File: config.mk
export PLATFORM = sky130hd
export DESIGN_NAME = gold_code_gen_p_flat
export DESIGN_NICKNAME = d
export VERILOG_FILES = /design/src/rtl/gold_pkg.sv /design/src/rtl/gold_code_gen_p_if.sv /design/src/rtl/gold_code_gen_p_mseq_lfsr.sv /design/src/rtl/gold_code_gen_p.sv /design/src/flat_wrapper.sv
export SDC_FILE = /design/constraint.sdc
export NUM_CORES = 1
export LEC_CHECK = 0
export ABC_AREA = 1
export BUFFER_PORTS_ARGS = -buffer_cell sky130_fd_sc_hd__buf_2
export CORE_MARGIN = 3
export CORE_UTILIZATION = 50
export DETAILED_ROUTE_END_ITERATION = 7
export GPL_TIMING_DRIVEN = 0
export PLACE_DENSITY = 0.73
export RECOVER_POWER = 100
export SLEW_MARGIN = 0
export SYNTH_ARGS = -nofsm -noshare
export SYNTH_HDL_FRONTEND = slang
export SYNTH_SLANG_ARGS = --single-unit
File: constraint.sdc
create_clock -name clkin -period 1.6 [get_ports clkin]
set_clock_uncertainty 0.1 [all_clocks]
set_input_delay 0.32 -clock clkin [delete_from_list [all_inputs] [get_ports clkin]]
set_output_delay 0.32 -clock clkin [all_outputs]
set_load 0.02 [all_outputs]
File: src/rtl/gold_pkg.sv
// Shared types and helpers for the Gold-code generator.
//   state_e   : top-level FSM states (ALIGN, RUN)
//   period    : m-sequence period 2^width-1
//   lfsr_next : one Fibonacci LFSR step on a MAX_W-wide container;
//               bits at and above 'width' must be zero on entry.
package gold_pkg;

  typedef enum logic {
    ALIGN = 1'b0,
    RUN   = 1'b1
  } state_e;

  // Widest legal LFSR; the step helper works on this container width.
  localparam int MAX_W = 16;

  function automatic int period(input int width);
    return (1 << width) - 1;
  endfunction

  // f = parity of tapped bits; it enters at the MSB while the register
  // shifts right, so the chip is always bit 0.
  function automatic logic [MAX_W-1:0] lfsr_next(input logic [MAX_W-1:0] s,
                                                 input logic [MAX_W-1:0] poly,
                                                 input int               width);
    logic f;
    f = ^(s & poly);
    return (s >> 1) | (MAX_W'(f) << (width - 1));
  endfunction

endpackage

File: src/rtl/gold_code_gen_p_if.sv
// Bus bundle for gold_code_gen_p.
//   cfg_*    : configuration offer (valid/ready), polys, seeds, shift
//   out_*    : chip stream (valid/ready), chip bit, epoch marker, index
//   seed_err : sticky zero-seed flag
// master = generator side, slave = configuration source / chip consumer.
interface gold_code_gen_p_if #(
  parameter int WIDTH = 5
) ();

  logic             cfg_valid;
  logic             cfg_ready;
  logic [WIDTH-1:0] cfg_poly1;
  logic [WIDTH-1:0] cfg_poly2;
  logic [WIDTH-1:0] cfg_seed1;
  logic [WIDTH-1:0] cfg_seed2;
  logic [WIDTH-1:0] cfg_shift;

  logic             out_valid;
  logic             out_ready;
  logic             out_bit;
  logic             out_epoch;
  logic [WIDTH-1:0] out_index;
  logic             seed_err;

  modport master (
    input  cfg_valid, cfg_poly1, cfg_poly2, cfg_seed1, cfg_seed2, cfg_shift,
    input  out_ready,
    output cfg_ready,
    output out_valid, out_bit, out_epoch, out_index, seed_err
  );

  modport slave (
    output cfg_valid, cfg_poly1, cfg_poly2, cfg_seed1, cfg_seed2, cfg_shift,
    output out_ready,
    input  cfg_ready,
    input  out_valid, out_bit, out_epoch, out_index, seed_err
  );

endinterface

File: src/rtl/gold_code_gen_p_mseq_lfsr.sv
// One Fibonacci LFSR producing an m-sequence chip stream.
//   clk_i      : clock
//   load_i     : load seed/poly (wins over step_i); also used as reset load
//   step_i     : advance one chip
//   seed_i     : seed to load; zero is replaced by 1
//   poly_i     : tap polynomial without the leading 1
//   chip_o     : current chip (state bit 0)
//   zero_fix_o : high in the load cycle when the seed had to be replaced
// No reset of its own: the parent asserts load_i with default values while
// its reset is held, so register init stays in one place.
module mseq_lfsr
  import gold_pkg::*;
#(
  parameter int WIDTH = 5
) (
  input  logic             clk_i,
  input  logic             load_i,
  input  logic             step_i,
  input  logic [WIDTH-1:0] seed_i,
  input  logic [WIDTH-1:0] poly_i,
  output logic             chip_o,
  output logic             zero_fix_o
);

  logic [WIDTH-1:0] s_q, s_d;
  logic [WIDTH-1:0] poly_q, poly_d;
  logic [WIDTH-1:0] seed_fix;
  logic [WIDTH-1:0] s_step;

  // All-zero is the LFSR lock-up state; substitute the smallest legal seed.
  assign seed_fix   = (seed_i == '0) ? WIDTH'(1) : seed_i;
  assign zero_fix_o = load_i && (seed_i == '0);
  assign s_step     = WIDTH'(lfsr_next(MAX_W'(s_q), MAX_W'(poly_q), WIDTH));
  assign chip_o     = s_q[0];

  always_comb begin
    s_d    = s_q;
    poly_d = poly_q;
    if (load_i) begin
      s_d    = seed_fix;
      poly_d = poly_i;
    end else if (step_i) begin
      s_d    = s_step;
    end
  end

  always_ff @(posedge clk_i) begin
    s_q    <= s_d;
    poly_q <= poly_d;
  end

endmodule

File: src/rtl/gold_code_gen_p.sv
// Parametrised Gold-code chip generator.
//   clkin : clock
//   rstn  : synchronous active-low reset
//   bus   : gold_code_gen_p_if master (config handshake, chip stream,
//           seed_err)
// Two m-sequence LFSRs are XORed chip-wise. After reset or an accepted
// config the FSM sits in ALIGN, advancing LFSR2 by the requested shift, then
// streams chips in RUN with an index 0..P-1 and an epoch marker on index 0.
module gold_code_gen_p
  import gold_pkg::*;
#(
  parameter int               WIDTH     = 5,
  parameter logic [WIDTH-1:0] POLY1_DEF = WIDTH'(5'b00101),
  parameter logic [WIDTH-1:0] POLY2_DEF = WIDTH'(5'b01101),
  parameter logic [WIDTH-1:0] SEED1_DEF = WIDTH'(5'b01010),
  parameter logic [WIDTH-1:0] SEED2_DEF = WIDTH'(5'b01110),
  parameter logic [WIDTH-1:0] SHIFT_DEF = '0
) (
  input  logic               clkin,
  input  logic               rstn,
  gold_code_gen_p_if.master  bus
);

  localparam int               P    = period(WIDTH);
  localparam logic [WIDTH-1:0] P_W  = WIDTH'(P);
  localparam logic [WIDTH-1:0] LAST = WIDTH'(P - 1);

  state_e           state_q, state_d;
  logic [WIDTH-1:0] shift_q, shift_d;
  logic [WIDTH-1:0] idx_q, idx_d;
  logic             err_q, err_d;

  logic             run, accept, fire;
  logic             load, step1, step2;
  logic             chip1, chip2, zf1, zf2;
  logic [WIDTH-1:0] seed1, seed2, poly1, poly2, shift_cfg;

  assign run    = (state_q == RUN);
  assign accept = run & bus.cfg_valid;
  assign fire   = run & bus.out_ready;

  // Reset reuses the LFSR load path with the default values.
  assign load  = !rstn || accept;
  assign seed1 = rstn ? bus.cfg_seed1 : SEED1_DEF;
  assign seed2 = rstn ? bus.cfg_seed2 : SEED2_DEF;
  assign poly1 = rstn ? bus.cfg_poly1 : POLY1_DEF;
  assign poly2 = rstn ? bus.cfg_poly2 : POLY2_DEF;

  // cfg_shift can only reach P itself, so one subtraction gives shift mod P.
  assign shift_cfg = (bus.cfg_shift >= P_W) ? bus.cfg_shift - P_W : bus.cfg_shift;

  // A config accept consumes the presented chip but the LFSRs load rather
  // than step (load wins inside mseq_lfsr as well).
  assign step1 = fire && !accept;
  assign step2 = (!run && shift_q != '0) || (fire && !accept);

  mseq_lfsr #(.WIDTH(WIDTH)) u_lfsr1 (
    .clk_i      (clkin),
    .load_i     (load),
    .step_i     (step1),
    .seed_i     (seed1),
    .poly_i     (poly1),
    .chip_o     (chip1),
    .zero_fix_o (zf1)
  );

  mseq_lfsr #(.WIDTH(WIDTH)) u_lfsr2 (
    .clk_i      (clkin),
    .load_i     (load),
    .step_i     (step2),
    .seed_i     (seed2),
    .poly_i     (poly2),
    .chip_o     (chip2),
    .zero_fix_o (zf2)
  );

  always_comb begin
    state_d = state_q;
    shift_d = shift_q;
    idx_d   = idx_q;
    err_d   = err_q;
    if (state_q == ALIGN) begin
      if (shift_q != '0) shift_d = shift_q - WIDTH'(1);
      else               state_d = RUN;
    end else begin
      if (accept) begin
        shift_d = shift_cfg;
        idx_d   = '0;
        // Sticky flag is rewritten by every accepted config.
        err_d   = zf1 | zf2;
        state_d = ALIGN;
      end else if (fire) begin
        idx_d   = (idx_q == LAST) ? '0 : idx_q + WIDTH'(1);
      end
    end
  end

  always_ff @(posedge clkin) begin
    if (!rstn) begin
      state_q <= ALIGN;
      shift_q <= SHIFT_DEF;
      idx_q   <= '0;
      // Non-zero defaults leave this low; a zero default seed is flagged.
      err_q   <= zf1 | zf2;
    end else begin
      state_q <= state_d;
      shift_q <= shift_d;
      idx_q   <= idx_d;
      err_q   <= err_d;
    end
  end

  assign bus.cfg_ready = run;
  assign bus.out_valid = run;
  assign bus.out_bit   = chip1 ^ chip2;
  assign bus.out_index = idx_q;
  assign bus.out_epoch = run && (idx_q == '0);
  assign bus.seed_err  = err_q;

endmodule
File: src/flat_wrapper.sv
// flat-port wrapper written by rule: the top's interface ports become plain ports
module gold_code_gen_p_flat import gold_pkg::*;
#(
  parameter int               WIDTH     = 5,
  parameter logic [WIDTH-1:0] POLY1_DEF = WIDTH'(5'b00101),
  parameter logic [WIDTH-1:0] POLY2_DEF = WIDTH'(5'b01101),
  parameter logic [WIDTH-1:0] SEED1_DEF = WIDTH'(5'b01010),
  parameter logic [WIDTH-1:0] SEED2_DEF = WIDTH'(5'b01110),
  parameter logic [WIDTH-1:0] SHIFT_DEF = '0
)
  (clkin, rstn, bus_cfg_valid, bus_cfg_poly1, bus_cfg_poly2, bus_cfg_seed1, bus_cfg_seed2, bus_cfg_shift, bus_out_ready, bus_cfg_ready, bus_out_valid, bus_out_bit, bus_out_epoch, bus_out_index, bus_seed_err);
  gold_code_gen_p_if #(.WIDTH(WIDTH)) bus_i ();
  input  logic clkin;
  input  logic rstn;
  input wire logic [$bits(bus_i.cfg_valid)-1:0] bus_cfg_valid;
  input wire logic [$bits(bus_i.cfg_poly1)-1:0] bus_cfg_poly1;
  input wire logic [$bits(bus_i.cfg_poly2)-1:0] bus_cfg_poly2;
  input wire logic [$bits(bus_i.cfg_seed1)-1:0] bus_cfg_seed1;
  input wire logic [$bits(bus_i.cfg_seed2)-1:0] bus_cfg_seed2;
  input wire logic [$bits(bus_i.cfg_shift)-1:0] bus_cfg_shift;
  input wire logic [$bits(bus_i.out_ready)-1:0] bus_out_ready;
  output wire logic [$bits(bus_i.cfg_ready)-1:0] bus_cfg_ready;
  output wire logic [$bits(bus_i.out_valid)-1:0] bus_out_valid;
  output wire logic [$bits(bus_i.out_bit)-1:0] bus_out_bit;
  output wire logic [$bits(bus_i.out_epoch)-1:0] bus_out_epoch;
  output wire logic [$bits(bus_i.out_index)-1:0] bus_out_index;
  output wire logic [$bits(bus_i.seed_err)-1:0] bus_seed_err;
  assign bus_i.cfg_valid = bus_cfg_valid;
  assign bus_i.cfg_poly1 = bus_cfg_poly1;
  assign bus_i.cfg_poly2 = bus_cfg_poly2;
  assign bus_i.cfg_seed1 = bus_cfg_seed1;
  assign bus_i.cfg_seed2 = bus_cfg_seed2;
  assign bus_i.cfg_shift = bus_cfg_shift;
  assign bus_i.out_ready = bus_out_ready;
  assign bus_cfg_ready = bus_i.cfg_ready;
  assign bus_out_valid = bus_i.out_valid;
  assign bus_out_bit = bus_i.out_bit;
  assign bus_out_epoch = bus_i.out_epoch;
  assign bus_out_index = bus_i.out_index;
  assign bus_seed_err = bus_i.seed_err;
  gold_code_gen_p #(.WIDTH(WIDTH), .POLY1_DEF(POLY1_DEF), .POLY2_DEF(POLY2_DEF), .SEED1_DEF(SEED1_DEF), .SEED2_DEF(SEED2_DEF), .SHIFT_DEF(SHIFT_DEF)) u_core (.clkin(clkin), .rstn(rstn), .bus(bus_i));
endmodule
==> metrics.md, run 1 <==
| Metric | Value |
|---|---|
| Seq/Total Area, Yosys | 0.431 |
| Initial antenna violation count | 0 |
| Fin nets | 335 |
| Crit. End Element | output pin |
| Final setup TNS | -15.3 ps |
| Yosys top cell by area | edfxtp_1 |
| Effective utilization at floorplan | 0.527 |
| Synth Instances | 254 |
| Critical path cell sequence | inv_4 -> ha_4 -> nand3_2 -> nor3_2 -> buf_4 |
| Antenna diodes | 0 |
| Number of synthesized flops with an enable pin | 21 |
| # port buffers | 37 |
| TritonRoute pass-1 iters | 4 |
| Synth top area share | 0.320 |
| CTS tree | yes |
| Mapped Nets | 289 |
| Core area | 3740 um2 |
| Vias per cell | 4.93 |
| CP required | 1180 ps |
| Synth area leaders | edfxtp_1 32%, nand2_1 15%, dfxtp_1 11% |
| Skew-Pair Late Insertion Delay | 280 ps |
| Crit-path max FO | 3 |
| GRT overflow | 0 |
| WP buf/inv | 2 |
| DP HPWL | 3.09 mm |
| Width of the die | 68.8 um |
| Routed len/inst | 12.2 um |
| Setup Viol. Count Final | 1 |
| TritonCTS Buffers | 5 |
| DIE HEIGHT | 68.8 um |
| Synth warn | 0 |
| Vias in the first global route | 1518 |
| Critical path depth | 5 |
| Clock Sinks | 32 |
| Total number of vias | 1720 |
| Worst setup margin | -15.3 ps |
| CTS Hold Bufs | 0 |
| #FFs+latches synth | 32 |
| Worst Setup Path Type | reg2out |
| GRT met3 Usage | 0.0519 |
| Cell count of the worst reg-to-reg path | 7 |
| Unrepaired setup endpoints after global routing | true |
| Top FF cell, synth | edfxtp_1 |
| Met2 usage | 0.304 |
| Syn_area_per_cell | 7.76 um2 |
| GRT Total Usage | 0.193 |
| Hold path start | bus_cfg_poly1[3] |
| Hold Crit Depth | 3 |
| Hold Fails Final Rpt | 0 |
| Netlist cell types | 31 |
| Startpoint Class | flop |
| Arrival time of the worst setup path | 1200 ps |
| # IOs | 39 |
| Filler cells | 359 |
| VDD IR max | 0.754 mV |
| Critical R2R Launch | u_core.shift_q[0] |
| P&R area growth vs syn | 19.5% |
| Residual DRC | 0 |
| Synth async-reset ratio | 0 |
| Period Utilization, post-route | 1.01 |
| Crit path max-delay family | flip-flops |
| DP Worst Slack | -279 ps |
| R2R Setup Slk | 60 ps |
| Worst-Margin Slew | 624 ps |
| Crit-path slowest cell | dfxtp_4 |
| Status | complete, but fails checks |
| Tmin final | 1620 ps |
| Max_cap viols | 0 |
| Final ANT Viol Nets | 0 |
| WL final | 4.24 mm |
| Fraction of layout cells with a size suffix above 1 | 0.286 |
| Synth Cell Area | 1970 um2 |
| Gpl congestion | 0.815 |
| Largest net degree at the start of global routing | 16 |
| Global routing's busiest layer | met2 |
| CTS Root Cell | clkbuf_8 |
| DRT iter0 DRCs | 154 |
| Final slew viol count | 0 |
| CP peak stage delay | 350 ps |
| Leak Pwr | 1.16 nW |
| Max Clk Rate | 619 MHz |
| Rows | 22 |
| First-pass GRT wire length | 6.70 mm |
| Hold/Removal Path Class | in2reg |
| Reg clk slew, reported paths | 70 ps |
| GR met1 Demand/Resource | 0.249 |
| Pwr dens | 1390 nW/um2 |
| Max_slew headroom | 0.584 |
| Full die area | 4730 um2 |
| Clock Path Buffers | 2 |
| Reg-to-Reg End | u_core.u_lfsr2.s_q[3] |
| H-tree levels | 2 |
| Failing checks | negative setup slack |
| Worst Hold End | u_core.u_lfsr1.poly_q[3] |
## worst max path at each step
stage	from	end	slack, ps
after floorplan	u_core.bus.cfg_ready	bus_out_epoch	40
after global placement	rstn	u_core.u_lfsr1.poly_q[0]	-300
after detailed placement	rstn	u_core.u_lfsr2.poly_q[0]	-280
after CTS	u_core.bus.out_index[0]	bus_out_epoch	-20
after global routing	u_core.bus.out_index[0]	bus_out_epoch	-60
final	u_core.bus.out_index[0]	bus_out_epoch	-20
## per-stage QoR
stage | total power (W) | instance area, um2 | hold WS (ps) | std cells | util
after floorplan | 0.00230 | 1980 | 343 | 254 | -
after global placement | 0.00261 | 2220 | 361 | 339 | 0.594
after detailed placement | 0.00263 | 2220 | 367 | 339 | 0.594
after CTS | 0.00323 | 2320 | 181 | 348 | 0.620
after global routing | 0.00356 | 2360 | 184 | 349 | 0.630
final | 0.00328 | 2360 | 192 | 349 | 0.630
## kinds of logic (layout without fill, tap and decap cells)
| family | after synthesis | in the layout | share of synthesized area |
|---|---|---|---|
| xor gates and xnor gates | 4 | 4 | 0.0178 |
| AOI/OAI and AO/OA | 31 | 31 | 0.103 |
| adders and majority gates | 6 | 6 | 0.0381 |
| DFF | 32 | 32 | 0.431 |
| and+or+nand+nor | 144 | 144 | 0.328 |
| buffers and inverters | 37 | 84 | 0.0819 |
## flip-flops by register name (all words and copies together) (netlist names)
signal / flops
u_core.u_lfsr2.s_q: 5
u_core.u_lfsr2.poly_q: 5
u_core.bus.seed_err: 1
u_core.bus.out_index: 5
u_core.shift_q: 5
u_core.u_lfsr1.s_q: 5
u_core.u_lfsr1.poly_q: 5
u_core.bus.cfg_ready: 1
## where the power goes
group / switching [W] / internal (W) / leakage, nW
combinational: 0.000863 / 0.000514 / 0.822
clock: 0.000289 / 0.000296 / 0.0403
sequential: 0.000176 / 0.00114 / 0.298
## cell type report
type / count / area, um2 / share of cell area
Multi-Input combinational cell: 185 / 1000 / 0.425
Sequential cell: 32 / 860 / 0.365
Timing Repair Buffer: 40 / 210 / 0.0892
Inverter: 32 / 123 / 0.0520
Clock buffer: 6 / 72.6 / 0.0308
Tap cell: 48 / 60.1 / 0.0255
Buffer: 4 / 22.5 / 0.00955
Clock inverter: 2 / 7.51 / 0.00318
## per-layer routing
metal  wire length [um]  vias to the layer above
met4                 94                        0
met5                  0                        -
li1                   -                      911
met2               1940                       49
met3                276                       11
met1               1930                      749
## tightest hold or removal path, stage by stage
cell	delay (ps)
buf_2	80
nand2_1	40
inv_1	40
## cells in the mapped netlist, types with 2 or more instances
cell type / number
nor4_1: 2
o21ai_2: 3
nand2_1: 78
xor2_1: 4
nand2_4: 3
nor2_4: 2
ha_1: 6
nand4_1: 2
nand3_1: 20
a21oi_2: 2
inv_1: 27
nor2_1: 23
or2_2: 5
o21ai_1: 5
edfxtp_1: 21
inv_2: 5
nand2_2: 4
buf_6: 2
a21oi_1: 9
nor2_2: 3
o21ai_0: 7
dfxtp_1: 11
buf_4: 2
## timing repair
action	CTS	global route
hold endpoints to repair	0	0
pin swaps	0	2
endpoints found under the setup margin	6	16
buffers inserted	2	1
resized for setup	8	9
## layout by cell type (no fill, tap or decap), types with 3 or more instances in the layout
cell type	n
buf_4	6
ha_1	5
nand2_1	76
a21oi_1	9
o21ai_1	5
nand2_2	4
nor2_4	3
dfxtp_1	8
inv_1	26
inv_2	5
o21ai_0	7
o21ai_2	3
nor2_1	23
xor2_1	4
buf_2	36
nand2_4	5
clkbuf_1	3
or2_2	5
edfxtp_1	21
clkbuf_8	5
nand3_1	19
(Power assumes the default switching activity.)
==> run 2, diff against run 1 <==
Clock period 1.6 ns to 1.85 ns, I/O delays scaled along.
==> run 2 against run 1 <==
Sequential share of layout area rose by 1.6 points. First-iteration DRC count increased by 4.5%. Sequential power decreased by 17%. Clock power decreased by 14%. Critical path type unchanged. Highest routed layer unchanged. Largest cell class unchanged. Critical path depth stayed put. Power shrank 17%. The run now ends clean.
==> metrics.md, run 2 (synthesis results as in run 1) <==
| Metric | Value |
|---|---|
| Startpoint Class | flop (unchanged) |
| Skew-Pair Late Insertion Delay | 280 ps (about the same) |
| P&R area growth vs syn | 13.4% (was 19.5%) |
| Most common cell after layout, fill and taps aside | nand2_1 (unchanged) |
| H-tree levels | 2 (unchanged) |
| Max Clk Rate | 574 MHz |
| CTS Hold Bufs | 0 (unchanged) |
| Final core utilization | 0.597 (was 0.630) |
| Full die area | 4730 um2 (unchanged) |
| Core area | 3740 um2 (unchanged) |
| Crit. End Element | output pin (unchanged) |
| Multi-input logic area | 915 um2 (was 1000 um2) |
| WHS | 241 ps (was 192 ps) |
| Fin nets | 333 (was 335) |
| CTS Root Cell | clkbuf_8 (unchanged) |
| Vias in the first global route | 1510 (was 1518) |
| Max_slew headroom | 0.629 (was 0.584) |
| Gpl congestion | 0.819 (was 0.815) |
| Reg clk slew, reported paths | 70 ps (about the same) |
| Leak Pwr | 1.09 nW (was 1.16 nW) |
| Cell count of the worst reg-to-reg path | 7 (unchanged) |
| # IOs | 39 (unchanged) |
| Clock Sinks | 32 (unchanged) |
| Arrival time of the worst setup path | 1270 ps (was 1200 ps) |
| Residual DRC | 0 (unchanged) |
| Max_cap viols | 0 (unchanged) |
| Hold Crit Depth | 3 (unchanged) |
| Unrepaired setup endpoints after global routing | false (was true) |
| CP peak stage delay | 390 ps (was 350 ps) |
| Fraction of layout cells with a size suffix above 1 | 0.184 (was 0.286) |
| Hold/Removal Path Class | in2reg (unchanged) |
| Total number of vias | 1753 (was 1720) |
| Effective utilization at floorplan | 0.527 (unchanged) |
| Rows | 22 (unchanged) |
| DIE HEIGHT | 68.8 um (unchanged) |
| Antenna diodes | 0 (unchanged) |
| Critical path cell sequence | inv_1 -> ha_1 -> nand3_1 -> nor3_2 -> buf_4 (was inv_4 -> ha_4 -> nand3_2 -> nor3_2 -> buf_4) |
| CTS tree | yes (unchanged) |
| Vias per cell | 5.05 (was 4.93) |
| VDD IR max | 0.666 mV (was 0.754 mV) |
| Filler cells | 352 (was 359) |
| TritonRoute pass-1 iters | 4 (unchanged) |
| Register area | 852 um2 (was 860 um2) |
| Most frequent cells in the layout | 81 x nand2_1, 29 x inv_1, 27 x nor2_1, 26 x buf_2, 21 x edfxtp_1 (was 76 x nand2_1, 36 x buf_2, 26 x inv_1, 23 x nor2_1, 21 x edfxtp_1) |
| Post-CTS Setup Bufs | 0 (was 2) |
| DP HPWL | 3.09 mm (about the same) |
| Period Utilization, post-route | 0.942 |
| Clock Path Buffers | 2 (unchanged) |
| Pwr dens | 1210 nW/um2 (was 1390 nW/um2) |
| Width of the die | 68.8 um (unchanged) |
| Final ANT Viol Nets | 0 (unchanged) |
| Final slew viol count | 0 (unchanged) |
| Worst-Margin Slew | 556 ps (was 624 ps) |
| Initial antenna violation count | 0 (unchanged) |
| R2R Setup Slk | 170 ps (was 60 ps) |
| Worst Setup Path Type | reg2out (unchanged) |
| WL final | 4.07 mm (was 4.24 mm) |
| Tmin final | 1740 ps |
| CP required | 1380 ps (was 1180 ps) |
| Hold Fails Final Rpt | 0 (unchanged) |
| Status | complete, no violations (was complete, but fails checks) |
| DRT iter0 DRCs | 161 (was 154) |
| Largest net degree at the start of global routing | 11 (was 16) |
| Routed len/inst | 11.7 um (was 12.2 um) |
| GRT overflow | 0 (unchanged) |
| Crit-path max FO | 5 (was 3) |
| Setup Viol. Count Final | 0 (was 1) |
| CTS resizes | 1 (was 8) |
| Crit-path slowest cell | dfxtp_1 (was dfxtp_4) |
| GRT Total Usage | 0.182 (was 0.193) |
| First-pass GRT wire length | 6.40 mm (was 6.70 mm) |
| # port buffers | 37 (unchanged) |
| TritonCTS Buffers | 5 (unchanged) |
[run 2: report_power, final]
group	internal (W)	leakage (nW)	switching, W	total (W)
Sequential	0.000983	0.297	0.000116	0.00110
Clock	0.000256	0.0403	0.000248	0.000504
Combinational	0.000395	0.756	0.000716	0.00111
Total	0.00163	1.09	0.00108	0.00271
[run 2: per-layer routing]
layer  global-route usage  up-vias  wire length, um
met2                0.305       40             1900
met5                    0        -                0
met4               0.0438        0               28
met1                0.236      796             1940
met3               0.0454        5              202
li1                     -      912                -
[run 2: stage by stage]
stage | setup slack, ps | instances | setup TNS, ps | instance area (um2) | total power, W
6_report | 107 | 347 | 0 | 2240 | 0.00271
5_1_grt | 6.81 | 347 | 0 | 2240 | 0.00294
4_1_cts | 80.5 | 347 | 0 | 2300 | 0.00278
3_5_place_dp | -70.4 | 339 | -702 | 2220 | 0.00227
3_3_place_gp | -84.8 | 339 | -847 | 2220 | 0.00225
2_1_floorplan | 77.8 | 254 | 0 | 1970 | 0.00199
[run 2: final cells by class]
type	instances	share of cell area
tap	48	0.0269
sequential	32	0.381
timing repair buffer	37	0.0783
inverter	32	0.0537
buffer	5	0.0151
clock buffer	6	0.0325
clock inverter	2	0.00336
multi-input combinational	185	0.409
[run 2: critical path, delay by kind of cell, from the launching register on]
family	cells	cell delay [ps]
AND/OR/NAND/NOR	2	130
flip-flops	1	390
buffers and inverters	2	260
adder cells (fa/ha/maj)	1	210
[run 2: path summary, 6_finish.rpt]
kind	start	endpoint
max	u_core.bus.out_index[0]	bus_out_epoch
min	bus_cfg_poly1[1]	u_core.u_lfsr1.poly_q[1]
max reg2reg	u_core.shift_q[0]	u_core.u_lfsr2.s_q[4]
min reg2reg	u_core.shift_q[4]	u_core.shift_q[4]
